### src/rtl/key_accumulator.sv
// Debounced pushbutton accumulator: each accepted key press adds or subtracts
// the switch operand into a wrap-around or clamping accumulator.
module key_accumulator #(
  parameter int unsigned SW_WIDTH        = 8,
  parameter int unsigned ACC_WIDTH       = 16,
  parameter int unsigned DEBOUNCE_CYCLES = 500000,
  parameter int unsigned SATURATE        = 0
) (
  input  logic                 Clk,
  input  logic                 Reset,
  input  logic                 Accumulate_n,
  input  logic [SW_WIDTH-1:0]  SW,
  input  logic                 Mode,
  input  logic                 Clear,
  output logic [ACC_WIDTH-1:0] Acc,
  output logic [SW_WIDTH-1:0]  LED,
  output logic                 Overflow,
  output logic                 Acc_Valid,
  output logic                 Busy
);

  localparam int unsigned CNT_W = (DEBOUNCE_CYCLES > 2) ? $clog2(DEBOUNCE_CYCLES) : 1;
  localparam int unsigned EXT_W = ACC_WIDTH + 1;

  typedef enum logic [1:0] {
    IDLE,
    PRESS_WAIT,
    HELD,
    RELEASE_WAIT
  } state_t;

  state_t           state;
  logic [CNT_W-1:0] cnt;
  logic [1:0]       sync_q;
  logic             key_s;
  logic             cnt_done_c;
  logic             acc_en_c;
  logic [EXT_W-1:0] sum_c;
  logic [EXT_W-1:0] diff_c;
  logic [ACC_WIDTH-1:0] result_c;
  logic             ovf_c;

  // Synchroniser stores the pressed sense so its reset value means "released"
  always_ff @(posedge Clk) begin
    if (Reset) sync_q <= 2'b00;
    else       sync_q <= {sync_q[0], ~Accumulate_n};
  end

  assign key_s      = sync_q[1];
  assign cnt_done_c = (cnt == CNT_W'(DEBOUNCE_CYCLES - 1));
  assign acc_en_c   = (state == PRESS_WAIT) && key_s && cnt_done_c;

  // Debounce FSM; Busy is registered alongside the state it reflects
  always_ff @(posedge Clk) begin
    if (Reset) begin
      state <= IDLE;
      cnt   <= '0;
      Busy  <= 1'b0;
    end else begin
      case (state)
        IDLE: begin
          if (key_s) begin
            state <= PRESS_WAIT;
            cnt   <= '0;
            Busy  <= 1'b1;
          end
        end
        PRESS_WAIT: begin
          if (!key_s) begin
            state <= IDLE;
            Busy  <= 1'b0;
          end else if (cnt_done_c) begin
            state <= HELD;
          end else begin
            cnt <= cnt + CNT_W'(1);
          end
        end
        HELD: begin
          if (!key_s) begin
            state <= RELEASE_WAIT;
            cnt   <= '0;
          end
        end
        RELEASE_WAIT: begin
          if (key_s) begin
            state <= HELD;
          end else if (cnt_done_c) begin
            state <= IDLE;
            Busy  <= 1'b0;
          end else begin
            cnt <= cnt + CNT_W'(1);
          end
        end
        default: begin
          state <= IDLE;
          Busy  <= 1'b0;
        end
      endcase
    end
  end

  // One extra MSB captures carry-out on add and borrow on subtract
  assign sum_c  = EXT_W'(Acc) + EXT_W'(SW);
  assign diff_c = EXT_W'(Acc) - EXT_W'(SW);

  always_comb begin
    result_c = '0;
    ovf_c    = 1'b0;
    if (!Mode) begin
      ovf_c    = sum_c[ACC_WIDTH];
      result_c = sum_c[ACC_WIDTH-1:0];
      if (ovf_c && (SATURATE != 0)) result_c = {ACC_WIDTH{1'b1}};
    end else begin
      ovf_c    = diff_c[ACC_WIDTH];
      result_c = diff_c[ACC_WIDTH-1:0];
      if (ovf_c && (SATURATE != 0)) result_c = '0;
    end
  end

  // Accumulator; Clear wins over a coincident accept and suppresses Acc_Valid
  always_ff @(posedge Clk) begin
    if (Reset) begin
      Acc       <= '0;
      Overflow  <= 1'b0;
      Acc_Valid <= 1'b0;
    end else begin
      Acc_Valid <= acc_en_c && !Clear;
      if (Clear) begin
        Acc      <= '0;
        Overflow <= 1'b0;
      end else if (acc_en_c) begin
        Acc <= result_c;
        if (ovf_c) Overflow <= 1'b1;
      end
    end
  end

  assign LED = Acc[SW_WIDTH-1:0];

endmodule

### config.mk
export PLATFORM = sky130hd
export DESIGN_NAME = key_accumulator
export DESIGN_NICKNAME = d
export VERILOG_FILES = /design/src/rtl/key_accumulator.sv
export SDC_FILE = /design/constraint.sdc
export NUM_CORES = 1
export LEC_CHECK = 0
export CAP_MARGIN = 10
export CORE_MARGIN = 1.5
export CORE_UTILIZATION = 59
export CTS_CLUSTER_DIAMETER = 30
export CTS_CLUSTER_SIZE = 12
export DETAILED_ROUTE_END_ITERATION = 12
export PLACE_DENSITY = 0.91
export SKIP_CTS_REPAIR_TIMING = 1
export SYNTH_ARGS = -nofsm -noshare
export SYNTH_HDL_FRONTEND = slang
export SYNTH_SLANG_ARGS = --single-unit
### constraint.sdc
create_clock -name Clk -period 3.5 [get_ports Clk]
set_clock_uncertainty 0.1 [all_clocks]
set_input_delay 0.525 -clock Clk [delete_from_list [all_inputs] [get_ports Clk]]
set_output_delay 0.525 -clock Clk [all_outputs]
set_load 0.005 [all_outputs]
# After elaboration in Yosys (flattened, before gate mapping)
# Index checks and enable logic that the tools add are counted.
# classes
add_sub_neg	3
multipliers	0
div	0
n_lt_le_gt_ge	0
eq_ne	12
shift	0
mux	20
bitwise	1
n_reduce_logical	11
# op_table
op	count
$mux W19	5
$pmux W19 S4	1
$add A19 B1 Y19 const B	1
$eq A19 B19 Y1 const B	1
$add A16 B8 Y17	1
$sub A16 B8 Y17	1
$mux W16	1
$mux W2	6
$ne A2 B2 Y1 const B	6
$pmux W2 S4	1
$reduce_and A4 Y1	2
$ne A3 B3 Y1 const B	2
$mux W1	5
$reduce_and A5 Y1	1
$eq A2 B2 Y1 const B	2
$logic_and A1 B1 Y1	3
$pmux W1 S3	1
$reduce_bool A3 Y1	1
$eq A2 B1 Y1 const B	1
$logic_not A2 Y1	1
$reduce_and A2 Y1	1
$reduce_or A2 Y1	1
$logic_not A1 Y1	1
$not A1 Y1	1
# totals
reg_bits	42
latch_bits	0
ramBits	0
rom_bits	0
inputBits	13
out_inout_bits	27
memories	0

# Logic depth before layout (Yosys ltp)
# Gate-level depths: netlist (run 1).
# depth
ltp_word	4
mapped_depth	9
depth_no_buf	9

# Least setup slack after synthesis (run 1)
# OpenSTA, ideal clock, no wires.
# synth_timing
kind	input to register
start	input port SW[2]
end	register Acc[10]
setup_time_ps	135
arrival_ps	2100
required_ps	3265
path_slack_ps	1165
cell_stages	8
path_buffers	0
path_cell_list	inv_1 -> ha_1 -> nor2b_1 -> o31a_1 -> o21ai_1 -> a41oi_1 -> o311ai_0 -> o41ai_1
# synth_via
elab_chain_cells	2
word_cells_on_any_way	3
# synth_rtl
item	line	text
start: declaration	12	input logic [SW_WIDTH-1:0] SW,
$add A16 B8 Y17 or $sub A16 B8 Y17 (tied branches)	103, 104	
$mux W16 *	109	if (!Mode) begin
end signal: assignment	132	Acc <= result_c;
end: declaration	15	output logic [ACC_WIDTH-1:0] Acc,
# Mark *: on every way between the ends. The rest lies on a longest branch, timed or not.
# A chain may end at the register's enable or synchronous reset.

# Worst setup path after layout (run 1)
# Same ends and word-level chain as after synthesis.

==> results.md, run 1 <==
* Status: finished, final reports clean
* RePlAce Congestion at between 0.8 and 0.9
* Synthesized area at about 0.0029 sq mm
* Seq pwr share at between 50% and 60%
* Fraction of layout cells with a size suffix above 1 at 6.18%
* Final ANT Viol Nets at 0
* Final period utilization at about four fifths
* CP cell instances: clkdlybuf4s50_1, inv_1, ha_1, nor2b_1, o31a_1, o21ai_1, a41oi_1, o311ai_0, o41ai_1
* Synth area leader: dfxtp_1
* Total wire length at around 6.5 mm
* Count leader, synth: nor2_1
* Clock sinks at 42
* Largest net degree at the start of global routing at 22
* Endpoints failing setup at 0
* 1st-iter DRT viols at 304
* Register bit count reported by yosys at between 40 and 50
* Met3 routed WL at 308 microns
* Met2 wire len at around 3.2 mm
* Number of global-route vias before repair at between 2000 and 2500
* Asr flop ratio synth at 0%
* Relative slew slack at 58.1%
* Ys Warns at 0
* Number of hold violations in the final report at 0
* FILL cells at around 380
* First-pass GRT wire length at ~11 mm
* Via count at approximately 2600
* Worst skew pair latency at about 300 ps
* Post-DP HPWL at about 4.8 mm
* Critical Path Start Type: primary input
* Worst setup margin at around 660 ps
* Critical Path Fanout Max at 7
* CP Capture Type: flip-flop
* Starting Density at between 60% and 70%
* GRT Resource Usage Total at between 20% and 30%
* Combinational fraction of design power at approximately a tenth
* Slowest CP cell: clkdlybuf4s50_1
* Final instance area at roughly 0.0033 sq mm
* Commonest register cell after synthesis: dfxtp_1
* Clock share of power at around a third
* Post-synth EDFFs at 0
* Max-cap violations at 0
* Core area at between 0.004 and 0.005 sq mm
* Worst Path Required at between 3000 and 4000 ps
* Crit path kind: primary input to flip-flop
* Die area at roughly 0.0053 sq mm
* Worst slew pin tran at about 620 ps
* Register area share after synthesis at slightly below 30%
* Leak at 0.00122 uW
* Fin Hold WS at between 300 and 400 ps
* P&R area growth vs syn at 14.5%
* CTS tree: done
* Pre-CTS setup slack at 404 ps
* Initial antenna violation count at 0
* Post-Syn Instances at between 300 and 400
* GRT overflow at 0
* Worst path arrival time at just under 3000 ps
* CTS Buffer Depth at 2
* TritonCTS Buffers at 5
* H-Tree Depth at 2
* Rows at 25
* Switch Pwr at approximately 220 uW
* Netlist cell types at 59
* Drt wl/cell at around 15 microns
* I/O pin cnt at 40
* CP max stage delay at 480 ps
* Root buffer cell: clkbuf_8
* Final Max Tran Viols at 0
* Antenna Cells at 0
* Min cycle time layout at between 2000 and 3000 ps
* Avg Vias per Cell at around 6
* Mapped Avg Cell Area at ~8.3 sq um
* Die height at roughly 73 microns
* Int Power at between 600 and 700 uW
* DP Area at ~0.0032 sq mm
* Peak VDD IR at 177 uV
* I/O Buffers at 39
* Met1 Wirelength at about 2.8 mm
* Sw Share at between 20 and 25%
* Post-synthesis net count at approximately 380
* Clock Pin Slew Worst Setup and Hold Paths at about 80 ps
* DRC Markers at 0
* Total power at around 880 uW
* Area share of the largest cell type after synthesis at between 20% and 30%
* DRT Pass-1 Iters at 4
* Post-synth top cells: nor2_1 (45), dfxtp_1 (42), a21oi_1 (25), ha_1 (17), nand3_1 (17)
* Cell Pwr Density at approximately 270 mW/mm^2
* Total negative slack at 0 ps
* RSZ-0062 raised after global routing: no
* Chip width at about 73 microns
* # nets final at roughly 400
* Max layer used: met4
* Dominant cells by area after synthesis: dfxtp_1 (29%), ha_1 (7.4%), nor2_1 (5.9%)
* Worst hold path class: flip-flop to flip-flop
* Fmax at 352 MHz
-- metrics by stage --
stage | utilization, % | std cells
floorplan | - | 345
global placement | 67.7 | 430
detailed placement | 67.7 | 430
CTS | 69.6 | 438
global route | 69.7 | 439
finish | 69.7 | 439
-- critical path: cells and delay by family --
family / cells / cell delay, ps
AO/OA/AOI/OAI: 5 / 1290
adder cells (fa/ha/maj): 1 / 370
buffers and inverters: 2 / 530
AND/OR/NAND/NOR: 1 / 190
-- power by group through the flow --
stage                     sequential (uW)  clock, uW  combinational (uW)
after detailed placement              493          0                87.7
after global placement                492          0                85.7
final                                 481        308                90.4
after global routing                  482        335                98.7
after floorplan                       492          0                59.7
after CTS                             481        315                88.4
-- flip-flops by register name, summed over array words and instances, names as in the netlist, named ones only --
| signal | cells |
|---|---|
| Acc_Valid | 1 |
| Overflow | 1 |
| state | 1 |
| sync_q | 2 |
| cnt | 19 |
| Acc | 16 |
| Busy | 1 |
-- logic make-up (layout without fill, tap and decap cells) --
logic type / count (synthesis) / in the layout / synth area share (%)
AO/OA/AOI/OAI: 79 / 79 / 19.1
XOR/XNOR: 23 / 23 / 7.00
adder cells (fa/ha/maj): 19 / 19 / 8.79
buffers and inverters: 36 / 63 / 7.35
flip-flops: 42 / 42 / 29.2
multiplexers: 4 / 4 / 1.39
AND/OR/NAND/NOR: 142 / 142 / 27.1
-- layout by cell type, fill, tap and decap left out, drive strengths merged, types with 4 or more instances in the layout --
cell	instances
or3	7
inv	14
mux2i	4
o21ai	13
a211oi	10
clkdlybuf4s50	39
nand2	14
a21oi	27
dfxtp	42
nand4	11
nand3	17
xnor2	12
ha	17
nor3	8
and3	10
nor2b	9
o311ai	4
nor2	45
xor2	11
clkbuf	6
-- worst paths after layout --
| kind | start | end | slack, ps | cells after the start |
|---|---|---|---|---|
| setup / recovery | SW[2] | Acc[10] | 660 | 9 |
| hold / removal | sync_q[0] | sync_q[1] | 350 | 1 |
| setup reg to reg | Acc[2] | Acc[10] | 1050 | 7 |
| hold reg to reg | sync_q[0] | sync_q[1] | 350 | 1 |
-- per-layer routing --
metal	up-vias	track usage, %
met5	-	0
met4	0	10.5
met3	15	4.28
met2	81	45.1
met1	1255	30.7
li1	1294	-
-- cell type report --
type,instances,area (sq um),area share (%)
sequential,42,841,25.5
clock buffer,6,72.6,2.20
multi-input combinational,267,1820,55.4
inverter,14,52.6,1.60
tap,67,83.8,2.55
timing repair buffer,41,405,12.3
clock inverter,2,13.8,0.418
No activity file was read; power rests on OpenSTA's default activity.
==> run 2, diff against run 1 <==
--- a/config.mk
+++ b/config.mk
@@ -7,11 +7,11 @@
 export LEC_CHECK = 0
 export CAP_MARGIN = 10
 export CORE_MARGIN = 1.5
-export CORE_UTILIZATION = 59
+export CORE_UTILIZATION = 50
 export CTS_CLUSTER_DIAMETER = 30
 export CTS_CLUSTER_SIZE = 12
 export DETAILED_ROUTE_END_ITERATION = 12
-export PLACE_DENSITY = 0.91
+export PLACE_DENSITY = 0.83
 export SKIP_CTS_REPAIR_TIMING = 1
 export SYNTH_ARGS = -nofsm -noshare
 export SYNTH_HDL_FRONTEND = slang
==> constraint.sdc (replaced) <==
create_clock -name Clk -period 2.4 [get_ports Clk]
set_clock_uncertainty 0.1 [all_clocks]
set_input_delay 0.36 -clock Clk [delete_from_list [all_inputs] [get_ports Clk]]
set_output_delay 0.36 -clock Clk [all_outputs]
set_load 0.005 [all_outputs]
==> run 2 against run 1 <==
  * First-iteration DRC count is 19% lower
  * Combinational power is 83% higher
  * Sequential power is 46% higher
  * Sequential cell count stayed put
  * Register-to-register slack worse by 940 ps
  * Hold slack worse by 13 ps
  * Critical path type unchanged
  * Largest cell class unchanged
  * Largest power group unchanged
  * Highest routed layer unchanged
==> results.md, run 2 (same netlist as run 1, synthesis figures left out) <==
* Status: finished, final reports clean (unchanged)
* Worst skew pair latency at 300 ps (about the same)
* I/O pin cnt at 40 (unchanged)
* Worst hold path class: flip-flop to flip-flop (unchanged)
* CP cell instances: clkdlybuf4s50_1, inv_1, ha_1, nor2b_1, nor3_1, a211oi_2, o31ai_2, a2111o_1, o21ai_2 (was clkdlybuf4s50_1, inv_1, ha_1, nor2b_1, o31a_1, o21ai_1, a41oi_1, o311ai_0, o41ai_1)
* Fraction of layout cells with a size suffix above 1 at 19.6% (was 6.18%)
* GRT Resource Usage Total at 23.4% (was 25.6%)
* Total power at 1440 uW (was 879 uW)
* Combinational fraction of design power at 11.4% (was 10.3%)
* TritonCTS Buffers at 5 (unchanged)
* Clock Pin Slew Worst Setup and Hold Paths at 90 ps (was 80 ps)
* Root buffer cell: clkbuf_8 (unchanged)
* CTS Buffer Depth at 2 (unchanged)
* Top reg by flops: cnt (unchanged)
* Relative slew slack at 62.2% (was 58.1%)
* Leak at 0.00143 uW (was 0.00122 uW)
* Worst path arrival time at 2470 ps (was 2910 ps)
* Final ANT Viol Nets at 0 (unchanged)
* Most common library cell in the layout ignoring fill and taps: nor2_1 (unchanged)
* DRC Markers at 0 (unchanged)
* Chip width at 78.9 microns (was 72.8 microns)
* Post-DP HPWL at 5.37 mm (was 4.80 mm)
* Final Max Tran Viols at 0 (unchanged)
* # nets final at 440 (was 403)
* DRT Pass-1 Iters at 4 (unchanged)
* Fmax at around 430 MHz
* Number of hold violations in the final report at 0 (unchanged)
* Rows at 27 (was 25)
* Largest net degree at the start of global routing at 20 (was 22)
* Avg Vias per Cell at 5.62 (was 6.03)
* Critical Path Start Type: primary input (unchanged)
* CP max stage delay at 480 ps (about the same)
* CP Capture Type: flip-flop (unchanged)
* I/O Buffers at 39 (unchanged)
* First-pass GRT wire length at 11.7 mm (was 10.8 mm)
* Crit path kind: primary input to flip-flop (unchanged)
* Drt wl/cell at 14.9 microns (was 14.7 microns)
* Total negative slack at 0 ps (unchanged)
* Sw Share at 24.3% (was 24.9%)
* Worst Path Required at 2550 ps (was 3570 ps)
* Starting Density at 51.9% (was 60.9%)
* Min cycle time layout at around 2300 ps
* Peak VDD IR at 282 uV (was 177 uV)
* Die height at 78.9 microns (was 72.8 microns)
* P&R area growth vs syn at 29.4% (was 14.5%)
* Max reg flops at 19 (unchanged)
* Final period utilization at 96.8%
* Seq pwr share at 48.7% (was 54.7%)
* Cell Pwr Density at 387 mW/mm^2 (was 267 mW/mm^2)
* H-Tree Depth at 2 (unchanged)
* Pre-CTS setup slack at -457 ps (was 404 ps)
* Die area at 0.00622 sq mm (was 0.00530 sq mm)
* Max-cap violations at 0 (unchanged)
* Worst Hold Depth at 1 (unchanged)
* Slowest CP cell: clkdlybuf4s50_1 (unchanged)
* Core area at 0.00554 sq mm (was 0.00472 sq mm)
* RePlAce Congestion at 0.875 (was 0.860)
* Worst setup margin at 76.7 ps (was 661 ps)
* 1st-iter DRT viols at 245 (was 304)
* Clock share of power at 39.9% (was 35.0%)
* Commonest cells after routing, fill and taps aside: nor2_1 (45), dfxtp_1 (41), buf_4 (39) (was nor2_1 (45), dfxtp_1 (42), clkdlybuf4s50_1 (39))
* Number of global-route vias before repair at 2616 (was 2461)
* Antenna Cells at 0 (unchanged)
* Clock sinks at 42 (unchanged)
* Endpoints failing setup at 0 (unchanged)
* Switch Pwr at 351 uW (was 219 uW)
* Critical Path Fanout Max at 3 (was 7)
* FF-to-FF path depth at 9 (was 7)
* CTS tree: done (unchanged)
* Via count at 2704 (was 2645)
* Largest regs: cnt x19, Acc x16, sync_q x2 (unchanged)
* GRT overflow at 0 (unchanged)
* Fin Hold WS at 337 ps (was 350 ps)
* Worst slew pin tran at 562 ps (was 625 ps)
* Initial antenna violation count at 0 (unchanged)
* Int Power at 1090 uW (was 660 uW)
* Total wire length at 7.17 mm (was 6.47 mm)
run 2: critical path: cells and delay by family:
family,cells,cell delay [ps]
AO/OA/AOI/OAI,4,910
adder cells (fa/ha/maj),1,310
buffers and inverters,2,530
AND/OR/NAND/NOR,2,370
run 2: area by class of cell:
class                   instances  area (sq um)
clock buffers                   6          72.6
clock inverters                 2          37.5
fillers                       446          1820
inverters                      14          52.6
multi-input cells             267          1940
flip-flops and latches         42           842
well taps                      72          90.1
repair buffers                 78           688
run 2: stage by stage:
| step | util [%] | cells | area, sq um |
|---|---|---|---|
| 2_1_floorplan | - | 345 | 2880 |
| 3_3_place_gp | 62.9 | 472 | 3480 |
| 3_5_place_dp | 62.9 | 472 | 3480 |
| 4_1_cts | 64.9 | 480 | 3590 |
| 5_1_grt | 67.2 | 481 | 3720 |
| 6_report | 67.2 | 481 | 3720 |
run 2: power by group through the flow:
stage / Clock [uW] / Combinational (uW) / Sequential [uW]
finish: 575 / 165 / 702
global route: 604 / 180 / 703
CTS: 577 / 155 / 702
detailed placement: 0 / 154 / 718
global placement: 0 / 151 / 718
floorplan: 0 / 87.1 / 718
run 2: metal layers:
layer  wire (microns)  track usage (%)
met5                0                0
met4               69             8.60
met3              323             4.25
met2             3620             41.6
met1             3160             27.9
run 2: worst paths after layout:
kind                            startpoint        end  slack, ps
worst max-delay path                 SW[6]     Acc[9]         80
worst min-delay path             sync_q[0]  sync_q[1]        340
worst max register to register      Acc[1]     Acc[6]        110
worst min register to register   sync_q[0]  sync_q[1]        340
==> run 3, diff against run 2 <==
--- a/config.mk
+++ b/config.mk
@@ -16,3 +16,4 @@
 export SYNTH_ARGS = -nofsm -noshare
 export SYNTH_HDL_FRONTEND = slang
 export SYNTH_SLANG_ARGS = --single-unit
+export TNS_END_PERCENT = 100
==> results of run 3 <==
The final DEF is identical to that of run 2; final timing and power are the same.
==> patch 1, RTL diff (settings of run 3) <==
`SW_WIDTH`: 8 -> 6.
--- a/src/rtl/key_accumulator.sv
+++ b/src/rtl/key_accumulator.sv
@@ -2,5 +2,5 @@
 // the switch operand into a wrap-around or clamping accumulator.
 module key_accumulator #(
-  parameter int unsigned SW_WIDTH        = 8,
+  parameter int unsigned SW_WIDTH        = 6,
   parameter int unsigned ACC_WIDTH       = 16,
   parameter int unsigned DEBOUNCE_CYCLES = 500000,
Ports: changed (resized LED and SW); port bits go from 40 to 36. No check against the original RTL was run, so the function may have changed too.
==> patch 1 against run 3 <==
  * Hold slack improved by 14 ps
  * Sequential cell count did not move
  * Final area fell by 1.7%
  * Largest cell class unchanged
  * Combinational power fell by 8%
  * Power fell by 1.5%
  * Synthesized area fell by 3.0%
  * Routed wire length rose by 3.2%
  * Cell count fell by 1.0%
  * Setup slack got worse by 43 ps
  * Largest power group unchanged
  * Synthesized cell count did not move
==> patch 1: results (changes against run 3) <==
metric,value,unit,change
CTS buffer count,5,,unchanged
initial antenna violation count,0,,unchanged
top sig layer,met4,,
"CTS clk-pin slew, worst paths",90,ps,about the same
Port Buffers,35,,-10%
gr usage total,24.44,%,+1.1 points
global-route wire length before repair,11.91,mm,+1.8%
CTS Root Cell,clkbuf_8,,
RePlAce Congestion,0.9176,,+4.8%
syn nets,371,,-1.6%
largest registers,"cnt x19, Acc x16, sync_q x2",,
Leakage,0.001414,µW,-1.1%
vias in the first global route,2643,,+1.0%
Post-DP HPWL,5.126,mm,-4.6%
sequential share of the synthesized area,30.13,%,+0.90 points
ys async rst share,0,%,unchanged
Area contributors post-synth,"dfxtp_1, ha_1, nand2_1, mux2i_1, nor2_1",,
DRT Pass-1 Iters,5,,+1
largest net degree at the start of global routing,25,,+25%
status,"complete, no violations",,
Final nets,429,,-2.5%
Yosys warning total,0,,unchanged
Final Max Tran Viols,0,,unchanged
met2 WL,3.714,mm,+2.7%
Min-Delay Path Class,flop to flop,,
CTS tree,done,,
top post-synthesis cells by count,"dfxtp_1, nand2_1, nor2_1",,
peak per-stage delay on the critical path,480,ps,about the same
Netlist cell types,58,,-1.7%
Post-synth top flop,dfxtp_1,,
Clock Path Buffers,2,,unchanged
routed vias/inst,5.931,,+5.5%
slowest cell on the critical path,clkdlybuf4s50_1,,
diode count,0,,unchanged
normalized max-slew margin,57.90,%,-4.3 points
Worst path top cell family by delay,buffers and inverters,,
CP max FO,6,,+3
met3 WL post-DR,348,µm,+7.7%
maximum vdd drop,0.0002830,V,+0.30%
Avg WL per Cell,15.54,µm,+4.3%
Post-Route M1 WL,3.145,mm,-0.41%
htree depth,2,,unchanged
clk_lat worst skew,300,ps,about the same
layout cells sized above 1,17.82,%,-1.7 points
crit path DAT,2500,ps,+30 ps
DRT iter0 DRCs,316,,+29%
[patch 1: final cells by class]
class	instances	area, µm²
multi-input cells	265	1908
inverters	14	52.55
flip-flops and latches	42	840.8
well taps	72	90.09
fillers	396	1780
clock buffers	6	72.57
clock inverters	2	37.54
repair buffers	75	656.9
[patch 1: cell families after synthesis]
kind of cell	count (synthesis)	share of synthesized area (%)
simple gates	155	30.67
compound gates	70	17.49
flops	42	30.13
buf+inv	38	6.053
fa+ha+maj	15	7.265
xor+xnor	13	4.081
mux	12	4.305
[patch 1: worst reg2reg max path: cells and delay by family, from the launching register on]
family / cells / cell delay [ps]
AND/OR/NAND/NOR: 2 / 410
multiplexers: 1 / 210
flip-flops: 1 / 420
AO/OA/AOI/OAI: 2 / 620
adder cells (fa/ha/maj): 1 / 280
buffers and inverters: 1 / 150
[patch 1: worst paths after layout]
check,from,end,slack (ps),depth (start not counted)
max,SW[4],Acc[14],30,10
min,sync_q[0],sync_q[1],350,1
max reg2reg,Acc[2],Acc[14],140,7
min reg2reg,sync_q[0],sync_q[1],350,1
[patch 1: through the flow]
stage / util [%] / std cells / setup slack, ps / cell area (µm²)
2_1_floorplan: - / 345 / 37.24 / 2795
3_3_place_gp: 62.73 / 467 / -407.4 / 3412
4_1_cts: 64.76 / 475 / -162.3 / 3522
5_1_grt: 67.26 / 476 / -52.57 / 3659
3_5_place_dp: 62.73 / 467 / -457.7 / 3412
6_report: 67.26 / 476 / 34.08 / 3659
[patch 1: power by group]
group,switching (µW),leakage [µW],internal [µW]
clock network,255,0.0000514,311
registers,2.21,0.000339,699
logic,83.2,0.00102,68.6
[patch 1: per-layer routing]
layer | global-route usage, % | up-vias
met5 | 0 | -
met4 | 11.27 | 0
met3 | 4.706 | 23
met2 | 42.61 | 111
met1 | 28.66 | 1331
li1 | - | 1358
==> patch 2, RTL diff (flow settings as in run 3) <==
Made on the original files. The 4 states of `state_t` get a one-hot encoding in 4 bits.
--- a/src/rtl/key_accumulator.sv
+++ b/src/rtl/key_accumulator.sv
@@ -23,9 +23,9 @@
   localparam int unsigned EXT_W = ACC_WIDTH + 1;
 
-  typedef enum logic [1:0] {
-    IDLE,
-    PRESS_WAIT,
-    HELD,
-    RELEASE_WAIT
+  typedef enum logic [3:0] {
+    IDLE         = 4'b0001,
+    PRESS_WAIT   = 4'b0010,
+    HELD         = 4'b0100,
+    RELEASE_WAIT = 4'b1000
   } state_t;
 
Check against the original RTL: no difference found for any inputs over 10 cycles, from zero or initial values and one cycle with Reset high; not proved beyond that.
==> patch 2 against run 3 <==
  * The run now ends with setup timing left
  * Global-route usage up 1.5 points
  * Synthesized area up 11%
  * Largest cell class unchanged
  * Setup slack worse by 130 ps
  * Final area up 19%
  * Cell count up 17%
  * Fmax down 5.4%
  * Sequential cell count up 2
  * Routed wire length up 43%
  * Core utilization up 6.0 points
Power is not compared: it rests on default switching activity, and its combinational part moved more than twofold at a synthesized area within 25%.
==> patch 2: results (changes against run 3) <==
metric,value,unit,change
failing checks,setup timing,,
routed vias/inst,6.378,,+13%
largest registers,"cnt x19, Acc x16, state x4",,
final worst slack,-55.03,ps,-131.7 ps
layout cells sized above 1,26.34,%,+6.8 points
Worst Reg-to-Reg Cells,11,,+2
Compound-Gate Fraction of Synth Area,21.69,%,+2.6 points
Post-Route M1 WL,3.905,mm,+24%
met3 WL post-DR,646,µm,+100%
gr usage total,24.90,%,+1.5 points
endpoints failing setup,2,,+2
DRT Pass-1 Iters,7,,+3
Post-DP HPWL,6.474,mm,+20%
met2 Use GR,44.64,%,+3.0 points
beginning of the worst hold path,Overflow,,
post-synthesis mux area share,0.9415,%,-0.45 points
DRT iter0 DRCs,313,,+28%
crit path DAT,2590,ps,+120 ps
vias post-DR,3578,,+32%
top post-synthesis cells by count,"nor2_1, dfxtp_1, a21oi_1",,
met2 WL,5.250,mm,+45%
status,"complete, but fails checks",,
Area contributors post-synth,"dfxtp_1, ha_1, nor2_1, xnor2_1, a21oi_1",,
CP max FO,4,,+1
XOR/XNOR Fraction of Synth Area,4.943,%,-2.1 points
met3 usage,3.877,%,-0.38 points
==> patch 2: report_power, final <==
group          internal, µW  switching (µW)
registers               749            46.1
logic                   187             197
clock network           198             273
total                  1130             517
==> patch 2: worst max path at each step <==
stage                     depth (start not counted)  endpoint  slack [ps]
after floorplan                                   9   Acc[14]          50
after global placement                           11   Acc[14]        -530
after detailed placement                         11    Acc[7]        -650
after CTS                                        10   Acc[14]        -330
after global routing                              9    Acc[9]        -150
final                                            11   Acc[14]         -60
==> patch 2: final cells by class <==
cell class / count / area (µm²) / share of cell area [%]
clock buffer: 5 / 68.82 / 1.559
clock inverter: 2 / 12.51 / 0.2835
inverter: 25 / 96.34 / 2.183
multi-input combinational: 305 / 2332 / 52.85
sequential: 44 / 888.4 / 20.13
tap: 75 / 93.84 / 2.126
timing repair buffer: 105 / 920.9 / 20.87
